===== config.mk =====
export PLATFORM = sky130hd
export DESIGN_NAME = mem_grid
export DESIGN_NICKNAME = d
export VERILOG_FILES = /design/src/rtl/mem_grid_pkg.sv /design/src/rtl/mem_grid_row.sv /design/src/rtl/mem_grid.sv
export SDC_FILE = /design/constraint.sdc
export NUM_CORES = 1
export LEC_CHECK = 0
export CORE_ASPECT_RATIO = 1.75
export CORE_UTILIZATION = 29
export CTS_BUF_LIST = sky130_fd_sc_hd__clkbuf_4
export CTS_CLUSTER_DIAMETER = 100
export DETAILED_ROUTE_END_ITERATION = 8
export PLACE_DENSITY = 0.52
export SLEW_MARGIN = 10
export SYNTH_ARGS = -nofsm -noshare
export SYNTH_HDL_FRONTEND = slang
export SYNTH_HIERARCHICAL = 1
export SYNTH_SLANG_ARGS = --single-unit

===== constraint.sdc =====
create_clock -name _clock -period 2.3 [get_ports _clock]
set_clock_uncertainty 0.2 [all_clocks]
set_input_delay 0.46 -clock _clock [delete_from_list [all_inputs] [get_ports _clock]]
set_output_delay 0.46 -clock _clock [all_outputs]
set_load 0.01 [all_outputs]

===== src/rtl/mem_grid_pkg.sv =====
// mem_grid_pkg: shared types and constant helpers for the bit grid.
// Exports state_e (IDLE, CLEAR), clog2() and max1().
package mem_grid_pkg;

    typedef enum logic {
        IDLE  = 1'b0,
        CLEAR = 1'b1
    } state_e;

    function automatic int clog2(input int n);
        int r;
        r = 0;
        for (int i = 0; i < 31; i++) begin
            if ((1 << i) < n) r = i + 1;
        end
        return r;
    endfunction

    function automatic int max1(input int v);
        return (v < 1) ? 1 : v;
    endfunction

endpackage


===== src/rtl/mem_grid_row.sv =====
// mem_grid_row: one COLS-bit row, column-decoded write, sync clear.
// Ports: _clock, _reset, we_i, col_i, data_i, clr_i -> row_o.
module mem_grid_row
    import mem_grid_pkg::*;
#(
    parameter  int COLS = 4,
    localparam int CW   = max1(clog2(COLS))
) (
    input  logic            _clock,
    input  logic            _reset,
    input  logic            we_i,
    input  logic [CW-1:0]   col_i,
    input  logic            data_i,
    input  logic            clr_i,
    output logic [COLS-1:0] row_o
);

    logic [COLS-1:0] row_q;
    logic [COLS-1:0] row_d;

    // Clear wins; the parent never raises both at once.
    always_comb begin
        row_d = row_q;
        if (clr_i) begin
            row_d = '0;
        end else if (we_i) begin
            row_d[col_i] = data_i;
        end
    end

    always_ff @(posedge _clock or negedge _reset) begin
        if (!_reset) begin
            row_q <= '0;
        end else begin
            row_q <= row_d;
        end
    end

    assign row_o = row_q;

endmodule


===== src/rtl/mem_grid.sv =====
// mem_grid: ROWS x COLS bit array with 1-cycle reads and bulk clear.
// Ports: _clock, _reset, wr_*, rd_*, clr_req -> return_o, rd_valid,
// rd_err, busy; row_data (whole row) when MEM_GRID_ROWREAD_EN is set.
module mem_grid
    import mem_grid_pkg::*;
#(
    parameter  int ROWS = 4,
    parameter  int COLS = 4,
    localparam int RW   = max1(clog2(ROWS)),
    localparam int CW   = max1(clog2(COLS))
) (
    input  logic            _clock,
    input  logic            _reset,
    input  logic            wr_en,
    input  logic [RW-1:0]   wr_row,
    input  logic [CW-1:0]   wr_col,
    input  logic            wr_data,
    input  logic            rd_en,
    input  logic [RW-1:0]   rd_row,
    input  logic [CW-1:0]   rd_col,
    input  logic            clr_req,
    output logic            return_o,
    output logic            rd_valid,
    output logic            rd_err,
    output logic            busy
`ifdef MEM_GRID_ROWREAD_EN
    ,
    output logic [COLS-1:0] row_data
`endif
);

    state_e          state_q;
    logic [RW-1:0]   cnt_q;
    logic            ret_q;
    logic            rv_q;
    logic            err_q;
    logic            busy_q;

    logic [COLS-1:0] grid [ROWS];

    logic            wr_in;
    logic            wr_ok;
    logic            rd_in;
    logic            in_idle;
    logic            in_clr;
    logic [COLS-1:0] rd_bits;

    assign in_idle = (state_q == IDLE);
    assign in_clr  = (state_q == CLEAR);

    assign wr_in = (32'(wr_row) < ROWS) &&
                   (32'(wr_col) < COLS);
    assign rd_in = (32'(rd_row) < ROWS) &&
                   (32'(rd_col) < COLS);

    assign wr_ok = in_idle && wr_en && wr_in;

    for (genvar r = 0; r < ROWS; r++) begin : g_row
        mem_grid_row #(
            .COLS (COLS)
        ) u_row (
            ._clock (_clock),
            ._reset (_reset),
            .we_i   (wr_ok && (wr_row == RW'(r))),
            .col_i  (wr_col),
            .data_i (wr_data),
            .clr_i  (in_clr && (cnt_q == RW'(r))),
            .row_o  (grid[r])
        );
    end

    // Out-of-range reads see an all-zero row.
    always_comb begin
        rd_bits = '0;
        if (rd_in) begin
            rd_bits = grid[rd_row];
        end
    end

`ifdef MEM_GRID_ROWREAD_EN
    logic [COLS-1:0] rowd_q;
    assign row_data = rowd_q;
`endif

    always_ff @(posedge _clock or negedge _reset) begin
        if (!_reset) begin
            state_q <= IDLE;
            cnt_q   <= '0;
            ret_q   <= 1'b0;
            rv_q    <= 1'b0;
            err_q   <= 1'b0;
            busy_q  <= 1'b0;
`ifdef MEM_GRID_ROWREAD_EN
            rowd_q  <= '0;
`endif
        end else begin
            rv_q  <= 1'b0;
            err_q <= 1'b0;
            unique case (state_q)
                IDLE: begin
                    if (rd_en) begin
                        rv_q  <= 1'b1;
                        err_q <= !rd_in;
                        ret_q <= rd_bits[rd_col];
`ifdef MEM_GRID_ROWREAD_EN
                        rowd_q <= rd_bits;
`endif
                    end
                    if (clr_req) begin
                        state_q <= CLEAR;
                        cnt_q   <= '0;
                        busy_q  <= 1'b1;
                    end
                end
                CLEAR: begin
                    if (cnt_q == RW'(ROWS - 1)) begin
                        state_q <= IDLE;
                        cnt_q   <= '0;
                        busy_q  <= 1'b0;
                    end else begin
                        cnt_q <= cnt_q + 1'b1;
                    end
                end
                default: begin
                    state_q <= IDLE;
                end
            endcase
        end
    end

    assign return_o = ret_q;
    assign rd_valid = rv_q;
    assign rd_err   = err_q;
    assign busy     = busy_q;

endmodule


==> results of run 1 <==
[layer usage]
metal  wire length [um]  GRT usage [%]  vias up
li1                   -              -      443
met1               1140           14.5      441
met2               1430           22.2       15
met3                 73           2.19        2
met4                 25           4.17        0
met5                  0              0        -
[worst max-delay path by stage]
stage | end | start | depth (start not counted) | slack (ns)
final | return_o$_DFFE_PN0P_ | rd_row[1] | 4 | 0.22
after global routing | return_o$_DFFE_PN0P_ | rd_row[1] | 4 | 0.20
after detailed placement | return_o$_DFFE_PN0P_ | rd_row[1] | 4 | -0.39
after floorplan | return_o$_DFFE_PN0P_ | rd_row[1] | 3 | 0.29
after global placement | return_o$_DFFE_PN0P_ | rd_row[1] | 4 | -0.35
after CTS | return_o$_DFFE_PN0P_ | rd_row[1] | 4 | 0.22
[layout by cell type (no fill, tap or decap), drive strengths merged]
cell,n
nand2,2
mux2i,16
ha,4
clkdlybuf4s50,15
nor2b,1
o22ai,2
mux2,1
and2,4
nor4bb,2
nand2b,21
mux4,5
clkbuf,3
buf,7
dfrtp,22
nor3b,4
clkinv,1
and4b,1
nor2,1
nand3b,8
conb,1
inv,4
o21ai,1
dlygate4sd2,1
nand3,4
o31ai,1
nor4b,1
[cell type report]
type / count / area [um^2]
well taps: 49 / 61.3
fillers: 432 / 2640
inverters: 4 / 15.0
clock inverters: 1 / 3.75
repair buffers: 23 / 211
flip-flops and latches: 22 / 551
clock buffers: 3 / 22.5
multi-input cells: 80 / 724
[Yosys cell counts (all sizes together)]
master and instances:
inv 4, nor3b 4, dfrtp 22, buf 1
o21ai 1, nor2 1, nor4b 1, conb 1
nand3 4, nand3b 8, mux4 5, and4b 1
mux2i 16, o22ai 2, and2 4, nand2 2
o31ai 1, nor2b 1, nand2b 21, nor4bb 2
ha 4, clkbuf 1, mux2 1
[metrics by stage]
| stage | setup TNS, ns | instances |
|---|---|---|
| 6_report | 0 | 182 |
| 5_1_grt | 0 | 182 |
| 4_1_cts | 0 | 182 |
| 3_5_place_dp | -0.390 | 178 |
| 3_3_place_gp | -0.349 | 178 |
| 2_1_floorplan | 0 | 108 |
[timing repair]
item                                    in CTS  in global routing
hold buffers                                 0                  0
endpoints found under the setup margin       1                  0
gates resized for setup                      1                  0
[kinds of logic after synthesis]
| group | count (synthesis) | share of synthesized area (%) |
|---|---|---|
| adder cells (fa/ha/maj) | 4 | 3.85 |
| other | 1 | 0.288 |
| AND/OR/NAND/NOR | 49 | 26.3 |
| AO/OA/AOI/OAI | 4 | 1.92 |
| multiplexers | 22 | 23.3 |
| buffers and inverters | 6 | 2.02 |
| flip-flops | 22 | 42.3 |
[critical path, stage by stage]
cell and delay [ns]:
dlygate4sd2_1 0.31, mux4_1 0.58, mux4_2 0.46, mux2_4 0.27
[power by group through the flow]
stage                     sequential [mW]  combinational [mW]  clock, mW
after floorplan                     0.540               0.283          0
after global placement              0.558               0.437          0
after detailed placement            0.556               0.448          0
after CTS                           0.548               0.449      0.190
after global routing                0.559               0.497      0.207
final                               0.544               0.440      0.185
[flip-flops by register name (all words and copies together), names as in the netlist]
signal	count
busy	1
cnt_q	2
g_row.u_row/row_o	16
in_clr	1
rd_valid	1
return_o	1
==> results.yml, run 1 <==
run_status:
  status: "completed"
power_and_ir_drop:
  switching_share_pct: 33.3
  irDropWorstVdd_uv: 467
  pwr-share-clk_pct: 15.8
  cellLeakagePower_nw: 0.752
  comb_power_share_pct: 37.6
  p_total_mw: 1.17
  seqPwrFrac_pct: 46.6
  p_int_uw: 780
  power.switching_uw: 389
  p_per_area_nw_per_um2: 736
placement:
  numPortBuffers: 16
  placed_cell_area_um2: 1560
  dp_slack_ns: -0.390
  dpl.hpwl_um: 2120
  globalplace.congestion: 0.735
routing:
  drt_iter0_markers: 23
  post-route-drc-count: 0
  routed_wl_um: 2670
  firstDrtPassIters: 4
  wl_per_cell_um: 14.7
  vias: 901
  via_per_inst: 4.95
  ant_nets: 0
floorplan:
  die_h_um: 90.6
  initial_core_util_pct: 30.8
  die_w_um: 52.6
  die_area_um2: 4770
  rows: 31
  core_area_um2: 4230
  ios: 18
global_route:
  grtUsageTotal_pct: 12.6
  antenna_found_initial: 0
  grt_pass1_wl_um: 4460
  grt_pass1_vias: 976
  grt_max_degree: 23
  grt.overflow.total: 0
yosys:
  yosys.cell_types.count: 24
  synth_area_um2: 1300
  yosys_warnings: 6
  yosys.area.top_type_share_pct: 42.3
  synth_area_leaders: "dfrtp_1 42%, mux2i_1 12%, nand2b_1 10%"
  syn_area_per_cell_um2: 12.0
  synthesis.nets: 126
  ys_seq_elements: 22
  yosysTopAreaCell: "dfrtp_1"
  synth_cells: 108
  ys_seq_area_share_pct: 42.3
worst_hold_path:
  hp-class: "input pin to async pin"
clock_tree:
  clk_pin_slew_worst_paths_ns: 0.13
  insertion_delay_ns: 0.30
  clock_sinks: 22
  root_buffer: "clkbuf_4"
  clk_path_buf_depth: 2
  post_cts_buffers: 0
  cts_tree: "built"
  cts-buffers-inserted: 3
  htree_levels: 1
timing:
  hold_viol: 0
  whs_ns: 0.285
  setup_viol: 0
  fmax_ghz: 0.480
  slew_violations: 0
  fin_crit_sh_pct: 90.5
  rsz0062_at_grt: "false"
  finalCriticalPeriod_ns: 2.08
  finalWorstSetupSlack_ns: 0.219
worst_setup_path:
  crit_fanout: 4
  reg2reg_to: "return_o$_DFFE_PN0P_"
  startpoint_type: "input pin"
  r2r_start: "g_row[0].u_row/row_o[1]$_DFFE_PN0P_"
  cp_data_required_time_ns: 2.31
  r2r_slack_ns: 0.34
  worst-r2r-cell-count: 3
  criticalPathCategory: "input pin to flip-flop"
  end_kind: "flip-flop"
  cp.arrival_ns: 2.09
final_layout:
  final_cell_area_um2: 1590
  area_growth_pct: 22.1
  antenna_cells: 0
  fin_util_pct: 37.6
  nets: 152
  drive_above_1_share_pct: 12.0
job:
  drv_cap: 0
Note: power is estimated with default switching activity, not from simulation.
==> inputs of run 2 (changes only) <==
CTS_CLUSTER_DIAMETER = 80   (was 100)
==> results of run 2 <==
Same layout as run 1: the final DEF is identical, and so are final timing and power.
==> inputs of run 3 (changes only) <==
CTS_CLUSTER_SIZE = 8   (was unset)
==> results of run 3 <==
Same layout as run 1: the final DEF is identical, and so are final timing and power.
